[config.mk]
export PLATFORM = sky130hd
export DESIGN_NAME = aurora_tx_top_flat
export DESIGN_NICKNAME = d
export VERILOG_FILES = /design/src/rtl/aurora_tx_top_if.sv /design/src/rtl/aurora_tx_top.sv /design/src/flat_wrapper.sv
export SDC_FILE = /design/constraint.sdc
export NUM_CORES = 1
export LEC_CHECK = 0
export ABC_AREA = 1
export BUFFER_PORTS_ARGS = -buffer_cell sky130_fd_sc_hd__buf_4
export CAP_MARGIN = 20
export CORE_ASPECT_RATIO = 1.4
export CORE_MARGIN = 1
export CORE_UTILIZATION = 48
export CTS_CLUSTER_SIZE = 25
export DETAILED_ROUTE_END_ITERATION = 8
export GPL_TIMING_DRIVEN = 1
export PLACE_DENSITY_LB_ADDON = 0.05
export RECOVER_POWER = 25
export SETUP_SLACK_MARGIN = 0.3
export SYNTH_ARGS = -nofsm -noshare
export SYNTH_HDL_FRONTEND = slang
export SYNTH_SLANG_ARGS = --single-unit
export TNS_END_PERCENT = 50
[constraint.sdc]
create_clock -name clk -period 1.8 [get_ports clk]
set_input_delay 0.27 -clock clk [delete_from_list [all_inputs] [get_ports clk]]
set_output_delay 0.27 -clock clk [all_outputs]
set_load 0.05 [all_outputs]
[src/rtl/aurora_tx_top_if.sv]
// rtl/aurora_tx_top_if.sv - aurora lane constants, AXI-Stream beat interface and simplex status interface
package aurora_pkg;
  localparam int MAX_LINKS         = 4;
  localparam int MAX_LINKS_SIZE    = 2;
  localparam int ENCODED_DATA_SIZE = 66;
endpackage

interface aurora_axis_if;
  logic [63:0] tdata;
  logic        tvalid;
  logic        tlast;
  logic        tready;
  modport master (output tdata, tvalid, tlast, input tready);
  modport slave  (input tdata, tvalid, tlast, output tready);
endinterface

interface aurora_simplex_if;
  logic [aurora_pkg::MAX_LINKS-1:0] lane_up;
  logic                             channel_up;
  logic                             sep_sent;
  modport master (output lane_up, channel_up, sep_sent);
  modport slave  (input lane_up, channel_up, sep_sent);
endinterface

[src/rtl/aurora_tx_top.sv]
// rtl/aurora_tx_top.sv - simplex 64B/66B transmit framer with one-lane or striped routing
// Optional payload scrambler (x^58+x^39+1) per lane enabled by AURORA_SCRAMBLE_EN.
module aurora_tx_top
  import aurora_pkg::*;
#(
  parameter int INIT_CYCLES = 16
) (
  input  logic                                           clk,
  input  logic                                           rst_n,
  input  logic                                           single_lane,
  input  logic [MAX_LINKS_SIZE-1:0]                      lane_select,
  aurora_axis_if.slave                                   axi_stream,
  aurora_simplex_if.master                               simplex_operations,
  output logic [MAX_LINKS-1:0][ENCODED_DATA_SIZE-1:0]    data_out
);

  localparam logic [63:0] IDLE_PAYLOAD = 64'h78;
  localparam logic [63:0] SEP_PAYLOAD  = 64'h1E;
  localparam logic [1:0]  HDR_DATA     = 2'b01;
  localparam logic [1:0]  HDR_CTRL     = 2'b10;
  localparam int          CNT_W        = $clog2(INIT_CYCLES + 1);

  typedef enum logic {ST_INIT, ST_RUN} state_t;

  state_t                           state;
  logic [CNT_W-1:0]                 init_cnt;
  logic [MAX_LINKS_SIZE-1:0]        ptr;
  logic [MAX_LINKS_SIZE-1:0]        eff_ptr;
  logic [MAX_LINKS_SIZE-1:0]        ptr_next;
  logic [MAX_LINKS_SIZE-1:0]        tgt;
  logic                             single_q;
  logic                             sep_pending;
  logic                             accept;
  logic [MAX_LINKS-1:0][1:0]        hdr;
  logic [MAX_LINKS-1:0][63:0]       pay;
  logic [MAX_LINKS-1:0][63:0]       pay_out;

  // A mode toggle restarts striping at lane 0 for the block built this cycle.
  always_comb begin
    accept   = (state == ST_RUN) && axi_stream.tready && axi_stream.tvalid;
    eff_ptr  = (single_lane != single_q) ? '0 : ptr;
    tgt      = single_lane ? lane_select : eff_ptr;
    ptr_next = eff_ptr;
    if (!single_lane && (accept || sep_pending))
      ptr_next = (eff_ptr == MAX_LINKS_SIZE'(MAX_LINKS - 1)) ? '0 : eff_ptr + 1'b1;
    for (int l = 0; l < MAX_LINKS; l++) begin
      hdr[l] = HDR_CTRL;
      pay[l] = IDLE_PAYLOAD;
    end
    if (accept) begin
      hdr[tgt] = HDR_DATA;
      pay[tgt] = axi_stream.tdata;
    end else if (sep_pending) begin
      pay[tgt] = SEP_PAYLOAD;
    end
  end

`ifdef AURORA_SCRAMBLE_EN
  logic [MAX_LINKS-1:0][57:0] scr_state;
  logic [MAX_LINKS-1:0][57:0] scr_next;

  // Bit 0 first; each scrambled bit feeds back into the shift register.
  function automatic logic [121:0] scramble(input logic [63:0] din, input logic [57:0] sin);
    logic [57:0] s;
    logic [63:0] o;
    s = sin;
    o = '0;
    for (int i = 0; i < 64; i++) begin
      o[i] = din[i] ^ s[38] ^ s[57];
      s    = {s[56:0], o[i]};
    end
    return {s, o};
  endfunction

  always_comb begin
    scr_next = scr_state;
    pay_out  = pay;
    for (int l = 0; l < MAX_LINKS; l++)
      {scr_next[l], pay_out[l]} = scramble(pay[l], scr_state[l]);
  end

  always_ff @(posedge clk or negedge rst_n) begin
    if (!rst_n) scr_state <= '1;
    else        scr_state <= scr_next;
  end
`else
  assign pay_out = pay;
`endif

  always_ff @(posedge clk or negedge rst_n) begin
    if (!rst_n) begin
      state                         <= ST_INIT;
      init_cnt                      <= '0;
      ptr                           <= '0;
      single_q                      <= 1'b0;
      sep_pending                   <= 1'b0;
      axi_stream.tready             <= 1'b0;
      simplex_operations.lane_up    <= '0;
      simplex_operations.channel_up <= 1'b0;
      simplex_operations.sep_sent   <= 1'b0;
      data_out                      <= '0;
    end else begin
      for (int l = 0; l < MAX_LINKS; l++)
        data_out[l] <= {hdr[l], pay_out[l]};
      single_q <= single_lane;
      ptr      <= ptr_next;
      case (state)
        ST_INIT: begin
          if (init_cnt == CNT_W'(INIT_CYCLES)) begin
            state                         <= ST_RUN;
            axi_stream.tready             <= 1'b1;
            simplex_operations.lane_up    <= '1;
            simplex_operations.channel_up <= 1'b1;
          end else begin
            init_cnt <= init_cnt + 1'b1;
          end
        end
        ST_RUN: begin
          // The cycle after a tlast beat is reserved for the separator.
          axi_stream.tready           <= !(accept && axi_stream.tlast);
          sep_pending                 <= accept && axi_stream.tlast;
          simplex_operations.sep_sent <= sep_pending;
        end
        default: state <= ST_INIT;
      endcase
    end
  end

endmodule

[src/flat_wrapper.sv]
// flat-port wrapper written by rule: the top's interface ports become plain ports
module aurora_tx_top_flat import aurora_pkg::*;
#(
  parameter int INIT_CYCLES = 16
)
  (clk, rst_n, single_lane, lane_select, data_out, axi_stream_tdata, axi_stream_tvalid, axi_stream_tlast, axi_stream_tready, simplex_operations_lane_up, simplex_operations_channel_up, simplex_operations_sep_sent);
  aurora_axis_if axi_stream_i ();
  aurora_simplex_if simplex_operations_i ();
  input  logic clk;
  input  logic rst_n;
  input  logic single_lane;
  input  logic [MAX_LINKS_SIZE-1:0] lane_select;
  output logic [MAX_LINKS-1:0][ENCODED_DATA_SIZE-1:0] data_out;
  input wire logic [$bits(axi_stream_i.tdata)-1:0] axi_stream_tdata;
  input wire logic [$bits(axi_stream_i.tvalid)-1:0] axi_stream_tvalid;
  input wire logic [$bits(axi_stream_i.tlast)-1:0] axi_stream_tlast;
  output wire logic [$bits(axi_stream_i.tready)-1:0] axi_stream_tready;
  output wire logic [$bits(simplex_operations_i.lane_up)-1:0] simplex_operations_lane_up;
  output wire logic [$bits(simplex_operations_i.channel_up)-1:0] simplex_operations_channel_up;
  output wire logic [$bits(simplex_operations_i.sep_sent)-1:0] simplex_operations_sep_sent;
  assign axi_stream_i.tdata = axi_stream_tdata;
  assign axi_stream_i.tvalid = axi_stream_tvalid;
  assign axi_stream_i.tlast = axi_stream_tlast;
  assign axi_stream_tready = axi_stream_i.tready;
  assign simplex_operations_lane_up = simplex_operations_i.lane_up;
  assign simplex_operations_channel_up = simplex_operations_i.channel_up;
  assign simplex_operations_sep_sent = simplex_operations_i.sep_sent;
  aurora_tx_top #(.INIT_CYCLES(INIT_CYCLES)) u_core (.clk(clk), .rst_n(rst_n), .single_lane(single_lane), .lane_select(lane_select), .axi_stream(axi_stream_i), .simplex_operations(simplex_operations_i), .data_out(data_out));
endmodule
==> After elaboration in Yosys (flattened, before gate mapping) <==
Cells that the tools add are included.
Widths: inputs -> output; s select.
{ "word_totals": {"ff_bits": 278, "inputBits": 71, "output_inout_bits": 271, "word_cells": 52} }
{ "classes": {"addsub": 2, "order_cmp": 2, "eq_ne": 4, "muxes": 15, "bitwise_logic": 6, "reduce_logical": 10} }
{ "ops": {"columns": ["operator", "n"], "rows": [
  ["$mux 256", 1],
  ["$and 240x240->240", 1],
  ["$mux 199", 1],
  ["$demux 64 s2", 1],
  ["$mux 64", 1],
  ["$not 16->16", 1],
  ["$or 16x16->16", 1],
  ["$mux 2", 5],
  ["$mux 8", 1],
  ["$add 5x1->5 const B", 1],
  ["$eq 5x5->1 const B", 1],
  ["$logic_and 1x1->1", 5],
  ["$demux 2 s2", 1],
  ["$not 4->4", 1],
  ["$reduce_and 2->1", 2],
  ["$lt 2x3->1 const B", 1],
  ["$mux 1", 3],
  ["$add 2x1->2 const B", 1],
  ["$eq 2x2->1 const B", 1],
  ["$ge 2x1->1 const B", 1],
  ["$logic_not 1->1", 2],
  ["$ne 2x1->1 const B", 1],
  ["$not 1->1", 2],
  ["$pmux 1 s2", 1],
  ["other kinds (2)", 2]
]} }

==> Depth between registers and ports, before layout <==
{ "depth": {"word_depth": 10, "ltp_mapped": 9, "mapped_depth_nobuf": 7} }

==> Worst setup path after synthesis <==
No wires, ideal clock.
{ "synth_timing": {"kind": "reg-to-reg", "start": "reg u_core.axi_stream.tready", "end": "reg u_core.data_out[3] (netlist name)", "setup_ps": 118, "arrival_time_ps": 1536, "required_time_ps": 1682, "path_slack_ps": 146, "stages_incl_launch_ff": 7, "n_path_buf": 1, "period_less_slack_ps": 1654, "path_cell_list": "dfrtp_1 -> nand3_2 -> inv_2 -> nand2_1 -> buf_2 -> inv_2 -> nand2_1"} }
{ "synth_lines": {"columns": ["element", "line_no", "text"], "rows": [
  ["start, declared", "aurora_tx_top_if.sv:14", "modport slave (input tdata, tvalid, tlast, output tready);"],
  ["start signal, assigned", "aurora_tx_top.sv:120", "axi_stream.tready <= !(accept && axi_stream.tlast);"],
  ["end signal, assigned by index", "aurora_tx_top.sv:104", "data_out[l] <= {hdr[l], pay_out[l]};"],
  ["end, declared", "aurora_tx_top.sv:14", "output logic [MAX_LINKS-1:0][ENCODED_DATA_SIZE-1:0] data_out"]
]} }

==> qor.txt <==
Rel. slew slack -> 42.6%
Synthesized area -> 0.00885 mm2
Htree depth -> 1
Avg Vias per Cell -> 4.56
Syn_nets -> 796
Worst-margin pin slew -> 0.861 ns
Final-stage net count -> 1163
Worst setup SP type -> flip-flop
Initial Utilization -> 49.2%
Power density over the cells -> 1080 mW/mm2
Die Y -> 163 um
Ant. Diodes -> 0
Dpl hpwl -> 15500 um
Most frequent cells in the layout -> buf_4, dfrtp_1, nor2_1
Clock Skew -> 0.00979 ns
Outcome -> completed
TritonCTS clock tree -> yes
Mean Syn Cell Area -> 12.2 um2
# setup viols final -> 0
Gr ovfl total -> 0
WP data required -> 2.19 ns
Worst skew pair latency -> 0.52 ns
Critical Path Sink Type -> flip-flop
GRT Util Overall -> 23.7%
Worst path bufs/invs -> 1
Synthesis Warnings -> 0
Routed Antenna Nets -> 0
Post-route DRC -> 0
Clock buffer count from CTS -> 25
Row count -> 58
RSZ-0062 raised after global routing -> true
Routability cong. -> 0.839
Sequential element share of the synthesized area -> 78.3%
CP delay by family, top -> simple AND/OR/NAND/NOR gates
Cells after synthesis -> 723
Post-synth cell types -> 24
Max Cap Viol -> 0
Worst Hold Slack -> 0.0215 ns
Initial antenna violation count -> 1
Post-synthesis register bit count -> 277
Area Overhead vs Synth -> 44.2%
Die X -> 117 um
Period utilization -> 82.4%
Post-detailed-route wirelength per cell -> 16.8 um
Share of post-route cells with drive strength above 1 -> 39.4%
Crit path kind -> reg -> reg
Die footprint -> 0.0190 mm2
Final hold vios -> 0
Vias in the first global route -> 6097
Core footprint -> 0.0180 mm2
Max stage delay on crit path -> 0.40 ns
Commonest non-fill, non-tap cell in the layout -> buf_4
Worst IR Drop VDD -> 0.950 mV
Min Clock Period, post-route -> 1.48 ns
Filler instances -> 1360
Root buf cell -> clkbuf_16
Clk sink count -> 277
Critical path cell sequence -> nor2_4, nand2_1, nand2_4, nor2_2, nand2_2, buf_12, nor2_1
Crit path DAT -> 1.88 ns
Port buffer count -> 341
Class of the worst hold path -> in -> reg
Pin count of the biggest net entering global routing -> 66
Bufs on Longest Clock Path -> 3
Io pins -> 342
Leak -> 7.26 nW
Routed via count -> 6149
Final wirelength -> 22700 um
CP max FO -> 44
Initial DRC Count -> 302
First-pass GRT wire length -> 33500 um
Crit-path slowest cell -> dfrtp_1
Pre-antenna DRT Iters -> 6
Max Slew Vio Count -> 0
TNS Setup -> 0 ns
Peak Freq -> 674 MHz
Clock-pin slew on the worst setup and hold paths -> 0.06 ns
through the flow:
step           power, mW  worst slack [ns]  instances  util (%)  instance area, um2
3_3_place_gp        8.45             0.298       1289      65.4               11800
6_report            13.8             0.317       1348      70.9               12800
4_1_cts             13.9             0.305       1343      70.7               12700
5_1_grt             14.3             0.159       1348      70.9               12800
2_1_floorplan       7.69             0.341        723         -                8850
3_5_place_dp        8.47             0.252       1289      65.4               11800
synthesized netlist by cell type, drive strengths merged:
cell type | instances | area (um2)
nor2 | 241 | 961
o21a | 1 | 7.51
nand2 | 60 | 250
inv | 75 | 282
ha | 2 | 25.0
buf | 29 | 166
nand3 | 23 | 120
xor2 | 2 | 17.5
xnor2 | 4 | 35.0
dfrtp | 277 | 6930
a21oi | 5 | 32.5
o21bai | 1 | 7.51
o21ai | 3 | 15.0
final cells by class:
class / instances / area [um2] / area share [%]
clock inverters: 6 / 83.8 / 0.657
inverters: 75 / 282 / 2.21
well taps: 240 / 300 / 2.35
clock buffers: 39 / 778 / 6.10
flip-flops and latches: 277 / 6930 / 54.3
repair buffers: 369 / 2880 / 22.5
multi-input cells: 342 / 1510 / 11.8
sequential cells by signal (all words and copies together), names as in the netlist:
register                            count
u_core.data_out                       264
u_core.init_cnt                         5
u_core.ptr                              2
u_core.axi_stream.tready                1
u_core.sep_pending                      1
u_core.simplex_operations.lane_up       1
u_core.simplex_operations.sep_sent      1
u_core.single_q                         1
u_core.state                            1
routing by layer:
metal / wire [um] / part of all wire, % / global-route usage [%] / up-vias
met4: 993 / 4.4 / 11.2 / 0
li1: - / - / - / 2866
met5: 0 / 0 / 0 / -
met2: 11700 / 52 / 41.2 / 254
met3: 1700 / 7.5 / 5.55 / 58
met1: 8290 / 37 / 27.4 / 2971
final timing paths:
check                      slack (ns)  cells after the start                        endpoint                           start
max                              0.32                      7  u_core.data_out[108]$_DFF_PN0_       u_core.single_q$_DFF_PN0_
min                              0.02                      3  u_core.data_out[132]$_DFF_PN0_             axi_stream_tdata[0]
max reg2reg                      0.32                      7  u_core.data_out[108]$_DFF_PN0_       u_core.single_q$_DFF_PN0_
min reg2reg                      0.48                      1  u_core.init_cnt[4]$_DFFE_PN0P_  u_core.init_cnt[4]$_DFFE_PN0P_
max in group asynchronous        0.37                      3  u_core.data_out[260]$_DFF_PN0_                           rst_n
min in group asynchronous        0.22                      2   u_core.data_out[37]$_DFF_PN0_                           rst_n
what timing repair did:
| item | 4_1_cts | 5_1_grt |
|---|---|---|
| hold endpoints to repair | 66 | 0 |
| buffers inserted | 0 | 4 |
| setup endpoints to repair | 2 | 192 |
| pin swaps | 0 | 2 |
| hold buffers | 9 | 0 |
| cloned | 0 | 1 |
| gates resized for setup | 1 | 10 |
where the power goes:
| group | internal [mW] | leakage [nW] | total (mW) | switching, mW |
|---|---|---|---|---|
| clock network | 3.25 | 0.429 | 5.43 | 2.18 |
| registers | 6.44 | 3.71 | 6.52 | 0.0776 |
| logic | 0.508 | 3.13 | 1.84 | 1.34 |
| total | 10.2 | 7.26 | 13.8 | 3.60 |
tightest hold or removal path, cell delays in order:
cell and delay [ns]:
buf_4 0.08, inv_1 0.06, nor2_1 0.09
cells by family (layout without fill, tap and decap cells):
kind of cell,Yosys count,after routing,share of synthesized area (%)
and+or+nand+nor,324,324,15.0
DFF,277,277,78.3
buffers and inverters,104,489,5.06
AOI/OAI and AO/OA,10,10,0.707
xor gates and xnor gates,6,6,0.594
adders and majority gates,2,2,0.283
Power figures use the tool's default switching activity.
